File: src/rtl/des_key_schedule.sv
// des_key_schedule: iterative DES subkey generator, encrypt or decrypt order, one subkey per handshake
module des_key_schedule #(
  parameter bit CHECK_PARITY = 1'b0
) (
  input  logic        clk,
  input  logic        rst_n,
  input  logic        start,
  input  logic [63:0] key,
  input  logic        decrypt,
  output logic        busy,
  output logic        subkey_valid,
  input  logic        subkey_ready,
  output logic [47:0] subkey,
  output logic [3:0]  round,
  output logic        done,
  output logic        parity_err
);
  typedef enum logic [1:0] {idle, present, fin} state_t;
  localparam int pc1_tab [56] = '{
    57, 49, 41, 33, 25, 17,  9,  1, 58, 50, 42, 34, 26, 18,
    10,  2, 59, 51, 43, 35, 27, 19, 11,  3, 60, 52, 44, 36,
    63, 55, 47, 39, 31, 23, 15,  7, 62, 54, 46, 38, 30, 22,
    14,  6, 61, 53, 45, 37, 29, 21, 13,  5, 28, 20, 12,  4};
  localparam int pc2_tab [48] = '{
    14, 17, 11, 24,  1,  5,  3, 28, 15,  6, 21, 10,
    23, 19, 12,  4, 26,  8, 16,  7, 27, 20, 13,  2,
    41, 52, 31, 37, 47, 55, 30, 40, 51, 45, 33, 48,
    44, 49, 39, 56, 34, 53, 46, 42, 50, 36, 29, 32};
  // bit r set means round r (0-based) rotates by two positions instead of one
  localparam logic [15:0] two_shift = 16'h7efc;
  function automatic logic [55:0] pc1(input logic [63:0] k);
    logic [55:0] r;
    for (int i = 0; i < 56; i++) r[55-i] = k[64-pc1_tab[i]];
    return r;
  endfunction
  function automatic logic [47:0] pc2(input logic [55:0] cd);
    logic [47:0] r;
    for (int i = 0; i < 48; i++) r[47-i] = cd[56-pc2_tab[i]];
    return r;
  endfunction
  function automatic logic [27:0] rotl(input logic [27:0] x, input logic two);
    return two ? {x[25:0], x[27:26]} : {x[26:0], x[27]};
  endfunction
  function automatic logic [27:0] rotr(input logic [27:0] x, input logic two);
    return two ? {x[1:0], x[27:2]} : {x[0], x[27:1]};
  endfunction
  state_t      state, nxt;
  logic [27:0] c, d;
  logic [3:0]  count;
  logic        dir;
  logic [55:0] cd0;
  logic [3:0]  round_inc;
  logic        par_err;
  assign cd0 = pc1(key);
  assign round_inc = round + 4'd1;
  assign busy = state == present;
  assign subkey_valid = state == present;
  assign done = state == fin;
  assign subkey = pc2({c, d});
  // a byte with an even number of ones flags a parity error
  always_comb begin
    par_err = 1'b0;
    for (int b = 0; b < 8; b++) par_err = par_err | ~^key[8*b +: 8];
    par_err = par_err & CHECK_PARITY;
  end
  // state register
  always_ff @(posedge clk or negedge rst_n)
    if (!rst_n) state <= idle;
    else state <= nxt;
  // next state: leave PRESENT only when the sixteenth subkey is taken
  always_comb begin
    nxt = idle;
    nxt = state == idle    ? (start ? present : idle) :
          state == present ? ((subkey_ready && count == 4'd15) ? fin : present) : idle;
  end
  // C/D rotation, round/count tracking and key load
  always_ff @(posedge clk or negedge rst_n)
    if (!rst_n) begin
      c <= '0;
      d <= '0;
      count <= '0;
      round <= '0;
      dir <= 1'b0;
      parity_err <= 1'b0;
    end else if (state == idle && start) begin
      dir <= decrypt;
      c <= decrypt ? cd0[55:28] : rotl(cd0[55:28], 1'b0);
      d <= decrypt ? cd0[27:0] : rotl(cd0[27:0], 1'b0);
      round <= decrypt ? 4'd15 : 4'd0;
      count <= '0;
      parity_err <= par_err;
    end else if (state == present && subkey_ready && count != 4'd15) begin
      c <= dir ? rotr(c, two_shift[round]) : rotl(c, two_shift[round_inc]);
      d <= dir ? rotr(d, two_shift[round]) : rotl(d, two_shift[round_inc]);
      round <= dir ? round - 4'd1 : round_inc;
      count <= count + 4'd1;
    end
endmodule

File: config.mk
export PLATFORM = sky130hd
export DESIGN_NAME = des_key_schedule
export DESIGN_NICKNAME = d
export VERILOG_FILES = /design/src/rtl/des_key_schedule.sv
export SDC_FILE = /design/constraint.sdc
export NUM_CORES = 1
export LEC_CHECK = 0
export ABC_CLOCK_PERIOD_IN_PS = 2300
export BUFFER_PORTS_ARGS = -buffer_cell sky130_fd_sc_hd__buf_4
export CAP_MARGIN = 25
export CORE_MARGIN = 3
export CORE_UTILIZATION = 40
export CTS_BUF_LIST = sky130_fd_sc_hd__clkbuf_2
export CTS_CLUSTER_DIAMETER = 60
export CTS_CLUSTER_SIZE = 14
export DETAILED_ROUTE_END_ITERATION = 16
export PLACE_DENSITY_LB_ADDON = 0.25
export REMOVE_ABC_BUFFERS = 1
export SYNTH_ARGS = -nofsm -noshare
export SYNTH_HDL_FRONTEND = slang
export SYNTH_SLANG_ARGS = --single-unit
File: constraint.sdc
create_clock -name clk -period 2.3 [get_ports clk]
set_clock_uncertainty 0.05 [all_clocks]
set_input_delay 0.23 -clock clk [delete_from_list [all_inputs] [get_ports clk]]
set_output_delay 0.23 -clock clk [all_outputs]
set_load 0.005 [all_outputs]
Word-level counts from Yosys, hierarchy flattened --
Memories as Yosys holds them, arrays and structs flattened. Index checks and enable logic that the tools add are counted.
Storage, ports and cells: flip-flop bits (word level) 67, ROM bits 32, bits of input ports 69, output and inout bits 56, logic and storage cells 47, memories 2
Memories:
- (name not given) | depth 16, width 1, rd ports 1, clocked after Yosys merged registers in 0, write ports 0, line 94 | d <= dir ? rotr(d, two_shift[round]) : rotl(d, two_shift[round_inc]);
- (name not given) | depth 16, width 1, rd ports 1, clocked after Yosys merged registers in 0, write ports 0, line 94
Cells by class: add/sub/neg operators 3, order comparisons 2, equality and inequality tests 4, multiplexer cells 24, reductions and logical operators 6
Operators by type and width (count):
- two-way mux 28 bit | 12
- two-way mux 4 bit | 6
- less-than comparator 4 x 5 -> 1 bit, second input constant | 2
- adder 4 x 1 -> 4 bit, second input constant | 2
- two-way mux 2 bit | 3
- equality test 4 bit, second input constant | 1
- logical AND 1 bit | 4
- != test 4 bit, second input constant | 1
- subtractor 4 x 1 -> 4 bit, second input constant | 1
- two-way mux 1 bit | 3
- equality test 2 x 1 -> 1 bit, second input constant | 1
- equality test 2 bit, second input constant | 1
- logical NOT 2 bit | 1
- nonzero test 2 bit | 1

Logic depth before layout (Yosys ltp) --
word-level depth 7, gate-level depth with buffers 8, depth with buffers taken out 6

Worst setup path after synthesis --
Ideal clock, no wire load.
kind reg-to-reg, start register round[0], end register d[10], library setup time 137 ps, arrival time 1837 ps, required time 2113 ps, path slack 277 ps, cell stages (with the launch flop) 9, path buffers 2, clock period less this slack 2023 ps, cells stage by stage dfrtp_1 > inv_1 > ha_1 > nor4_2 > buf_2 > buf_2 > nor2b_1 > a32oi_1 > o22ai_1
Between the ends: word-level cells in the longest chain between the ends 7, elaborated cells between the ends (all ways) 10, those cells by class 1 x add/sub; 7 x mux; 2 x memory
RTL lines:
- start: declaration | line 14 | output logic [3:0] round,
- start signal: assignment | line 89 | round <= decrypt ? 4'd15 : 4'd0;
- start signal: assignment | line 95 | round <= dir ? round - 4'd1 : round_inc;
- adder 4 x 1 -> 4 bit | line 55 | assign round_inc = round + 4'd1;
- memory read (16 x 1 bit)
- two-way mux 1 bit (not written as such) | line 94
- two-way mux 28 bit | line 42 | return two ? {x[25:0], x[27:26]} : {x[26:0], x[27]};
- two-way mux 28 bit * | line 94
- two-way mux 28 bit * | line 92 | end else if (state == present && subkey_ready && count != 4'd15) begin
- two-way mux 28 bit * | line 85 | end else if (state == idle && start) begin
- end signal: assignment | line 88 | d <= decrypt ? cd0[27:0] : rotl(cd0[27:0], 1'b0);
- end signal: assignment | line 94
- end: declaration | line 48 | logic [27:0] c, d;
Every way passes the cells marked *; elsewhere a longest branch is shown, timed or not. The select of a mux whose other input is x is not followed. A chain may end at the register's enable or synchronous reset.

Worst setup path in the final report --
start register round[0], end register d[12]
Same word-level chain as after synthesis.

==> results.txt <==
- The flow ran to the end, and the final reports show no timing, DRC or antenna violations.
* Post-Synthesis Cells: 859
- After layout, the design draws a total of 11.8 mW.
- After floorplanning, the core was sized to cover 16,900 sq um.
- In this run the remaining antenna-violating nets after routing total 0.
* Clock transition time at the flip-flop clock pins of the worst setup and hold paths: 0.21 ns
* Placer congestion estimate: 0.784
* Port-buffer cells: about 120
- OpenSTA, run right after detailed placement, puts the worst setup slack at 0.166 ns.
- Register-to-register path setup slack: 0.15 ns
- The wire-length estimate of the detail-placed layout is about 13 mm.
- In this run, the clock network consumes around 5.1% of the power.
- Cell internal power was estimated by the tool at between 5 and 6 mW.
* Uppermost signal routing layer after detailed routing: met4
- The number of cells on the worst reg-to-reg path is 7.
- # hold bufs at CTS: 3
- Data arrival at the endpoint of the critical path: 2.56 ns
* Area growth from synthesis to final layout: 11.8%
* Critical path endpoint: d[12]
- The repair_antennas step left the layout with diodes totalling 0.
- Startpoint types: flop
- GRT Overall Usage: 22.3%
* Routed wire per std cell: about 21 microns
- Proportion of synthesized chip area in sequential cells: 23.7%
- The worst register-to-register path ends at d[12].
* Initial DRC Count: 780
- Count of unique library cells instantiated by Yosys: 38
- The min-delay analysis places its worst path in the category in -> reg.
- Maximum capacitance violations: 0
- Of all nets on the critical path, the largest fanout is 30.
- Yosys printed 0 warnings.
- After clock tree synthesis, the repair step resized 0 gates.
- For this run, design rule violations remaining after detail routing come to 0.
- Initial standard-cell utilization of the core: 41.7%
* Highest Clock Rate: 465 MHz
- The tree is rooted in a clkbuf_2.
- The worst pin sits at a relative slew slack of 48.2%.
* Count of filler cells inserted in the layout: 1,732
- Worst vdd ir: 0.945 mV
- For the pin with the worst max-slew slack, the measured transition is a little under 0.8 ns.
- Static Leak: 2.92 nW
* Switching power share of the total: a little over half
* Area occupied by multi-input gates: 4510 sq um
- For this block, the routed nets add up to 22.4 mm of wire.
- For this design the ratio of total power to cell area is 1490 nW/um^2.
- Async set-reset flop share out of synthesis: 100%
- Cell area after synthesis: 7060 sq um
* Min setup slack post-route: 0.147 ns
- CP Launch Point: round[0]
- The worst setup path is captured at a flop.
- Setup total negative slack on the finished layout was measured at 0 ns.
- Cell row count: 47
- Mean post-synth cell area: 8.22 sq um
- In this run the horizontal extent of the chip is 139 microns.
- In this run the critical register-to-register path is launched from round[0].
* Leftover overflow at the end of global routing: 0
- After detailed routing, the met2 layer carries 10.5 mm of wire.
- Fin Hold WS: 0.0476 ns
- Setup repair after global routing left no endpoint under its margin.
- The number of global-route vias before repair came to approximately 6,900.
- TritonCTS Buffers: 9
* Pin count of the biggest net entering global routing: 67
* Final hold violation count: 0
- In the synthesized netlist the dominant register cell turns out to be dfrtp_1.
- The setup path with the least slack is of type reg -> reg.
- The final max-slew violation count came to 0.
* Sequential standard cell area: around 1700 sq um
* Number of H-tree branching levels: 3
* Number of clock sinks seen by CTS: 67
- At the later pin of the worst-skew pair, clock insertion delay measures 0.59 ns.
- Vias per std cell: approximately 6.8
- The first global-routing pass estimated 36.8 mm of wire.
- The worst path in the final design needs a cycle of 2.15 ns, including I/O delays and setup.
- Number of nets in the layout: 928
- Commonest non-fill, non-tap cells in the layout: buf_4, nand2_1, a311oi_1, dfrtp_1, nor2b_1
- Proportion of power drawn by combinational gates: between 70 and 80%
- Total via count in the routed design: about 7,400
- Proportion of power drawn by flip-flops and latches: 24.1%
- Summed over all nets, the switching power comes to 6.23 mW.
- The die covers 19,300 sq um.
- For this block, wires on met1 add up to 9.96 mm.
- Vertical extent of the die: 139 microns
- The synthesized design devotes to its leading area cell type 23.7% of total area.
- Wire segments on met3 add up to 1.63 mm in the final route.
- Counting flops and latches in the post-synthesis netlist gives 67.
- In the post-synthesis netlist, the biggest area contributors are dfrtp_1, a311oi_1, mux2i_1.
- Final setup violating endpoints: 0
- Leading cell type in the layout, fill and taps excluded: buf_4
- Final Cycle Share: 93.6%
- Of the cells placed in the final design, the portion with a size suffix greater than 1 is 20.9%.
* Post-CTS Setup Bufs: 0
* Area leader, netlist: dfrtp_1
* Number of flops mapped to enable cells by yosys: 0
- For the worst setup path, the data required time is 2.71 ns.
- The first detailed-routing pass took 5 iterations.
- Antenna violations before repair: 0
* Largest buffer count on any clock path: 2
- TritonCTS clock tree: yes
- 125 I/O pins were placed.
## state kept, by name, summed over array words and instances, names as in the netlist
signal and count:
c 28, d 28, count 4, round 4, state 2, dir 1
## metal layers
layer | vias to the layer above | GRT usage, %
li1 | 3437 | -
met1 | 3614 | 31.4
met2 | 304 | 35.1
met3 | 19 | 4.86
met4 | 0 | 5.36
met5 | - | 0
## critical path, cell delays in order (launching register included)
cell     delay, ns
dfrtp_1       0.41
inv_1         0.05
ha_1          0.36
nor4_4        0.36
buf_4         0.41
nor2b_1       0.09
a32oi_1       0.19
o22ai_1       0.11
## worst min-delay path by stage
stage,from,end,cells past startpoint
finish,key[13],c[11],5
global route,key[22],c[18],5
CTS,key[44],d[3],5
detailed placement,rst_n,c[9],1
global placement,rst_n,c[9],1
floorplan,rst_n,c[0],0
## through the flow
step | std cells | instance area (sq um) | utilization (%)
after floorplan | 690 | 6150 | -
after global placement | 1062 | 7800 | 46.1
after detailed placement | 1062 | 7800 | 46.1
after CTS | 1078 | 7900 | 46.6
after global routing | 1078 | 7900 | 46.6
final | 1078 | 7900 | 46.6
## final cells by class
cell class | instances | area share (%)
clock buffer | 12 | 0.760
clock inverter | 1 | 0.0634
inverter | 4 | 0.190
multi-input combinational | 619 | 57.0
sequential | 67 | 21.3
tap | 220 | 3.48
timing repair buffer | 155 | 17.2
## cells in the mapped netlist, types with 2 or more instances
cell type  instances
nor3b_1            2
a311oi_1         112
and3_1             3
o21ai_0            3
nor2_1             4
or2_2              2
inv_1              4
a21o_1             2
nand3_1            3
dfrtp_1           67
buf_2             60
buf_1              9
o22ai_1           56
clkbuf_1          46
mux2_2             2
buf_4             54
xnor2_1            4
a32oi_1           57
nor3_1             2
mux2i_1           57
o31ai_1           57
nand2b_1           3
nor2b_1           59
o311ai_0          56
ha_1               3
nand2_1          120
## logic make-up (layout without fill, tap and decap cells)
| group | after synthesis | after routing | share of synthesized area [%] |
|---|---|---|---|
| AOI/OAI and AO/OA | 348 | 348 | 39.9 |
| xor gates and xnor gates | 5 | 5 | 0.620 |
| adders and majority gates | 3 | 3 | 0.531 |
| buffers and inverters | 173 | 172 | 13.1 |
| DFF | 67 | 67 | 23.7 |
| muxes | 59 | 59 | 8.40 |
| other | 1 | 1 | 0.0531 |
| and+or+nand+nor | 203 | 203 | 13.7 |
## power groups by stage
stage / Sequential [mW] / Combinational (mW) / Clock, mW
after floorplan: 2.69 / 5.18 / 0
after global placement: 2.84 / 8.20 / 0
after detailed placement: 2.83 / 8.25 / 0
after CTS: 2.81 / 8.28 / 0.616
after global routing: 2.98 / 9.18 / 0.660
final: 2.84 / 8.35 / 0.597
No activity file was read; power rests on OpenSTA's default activity.
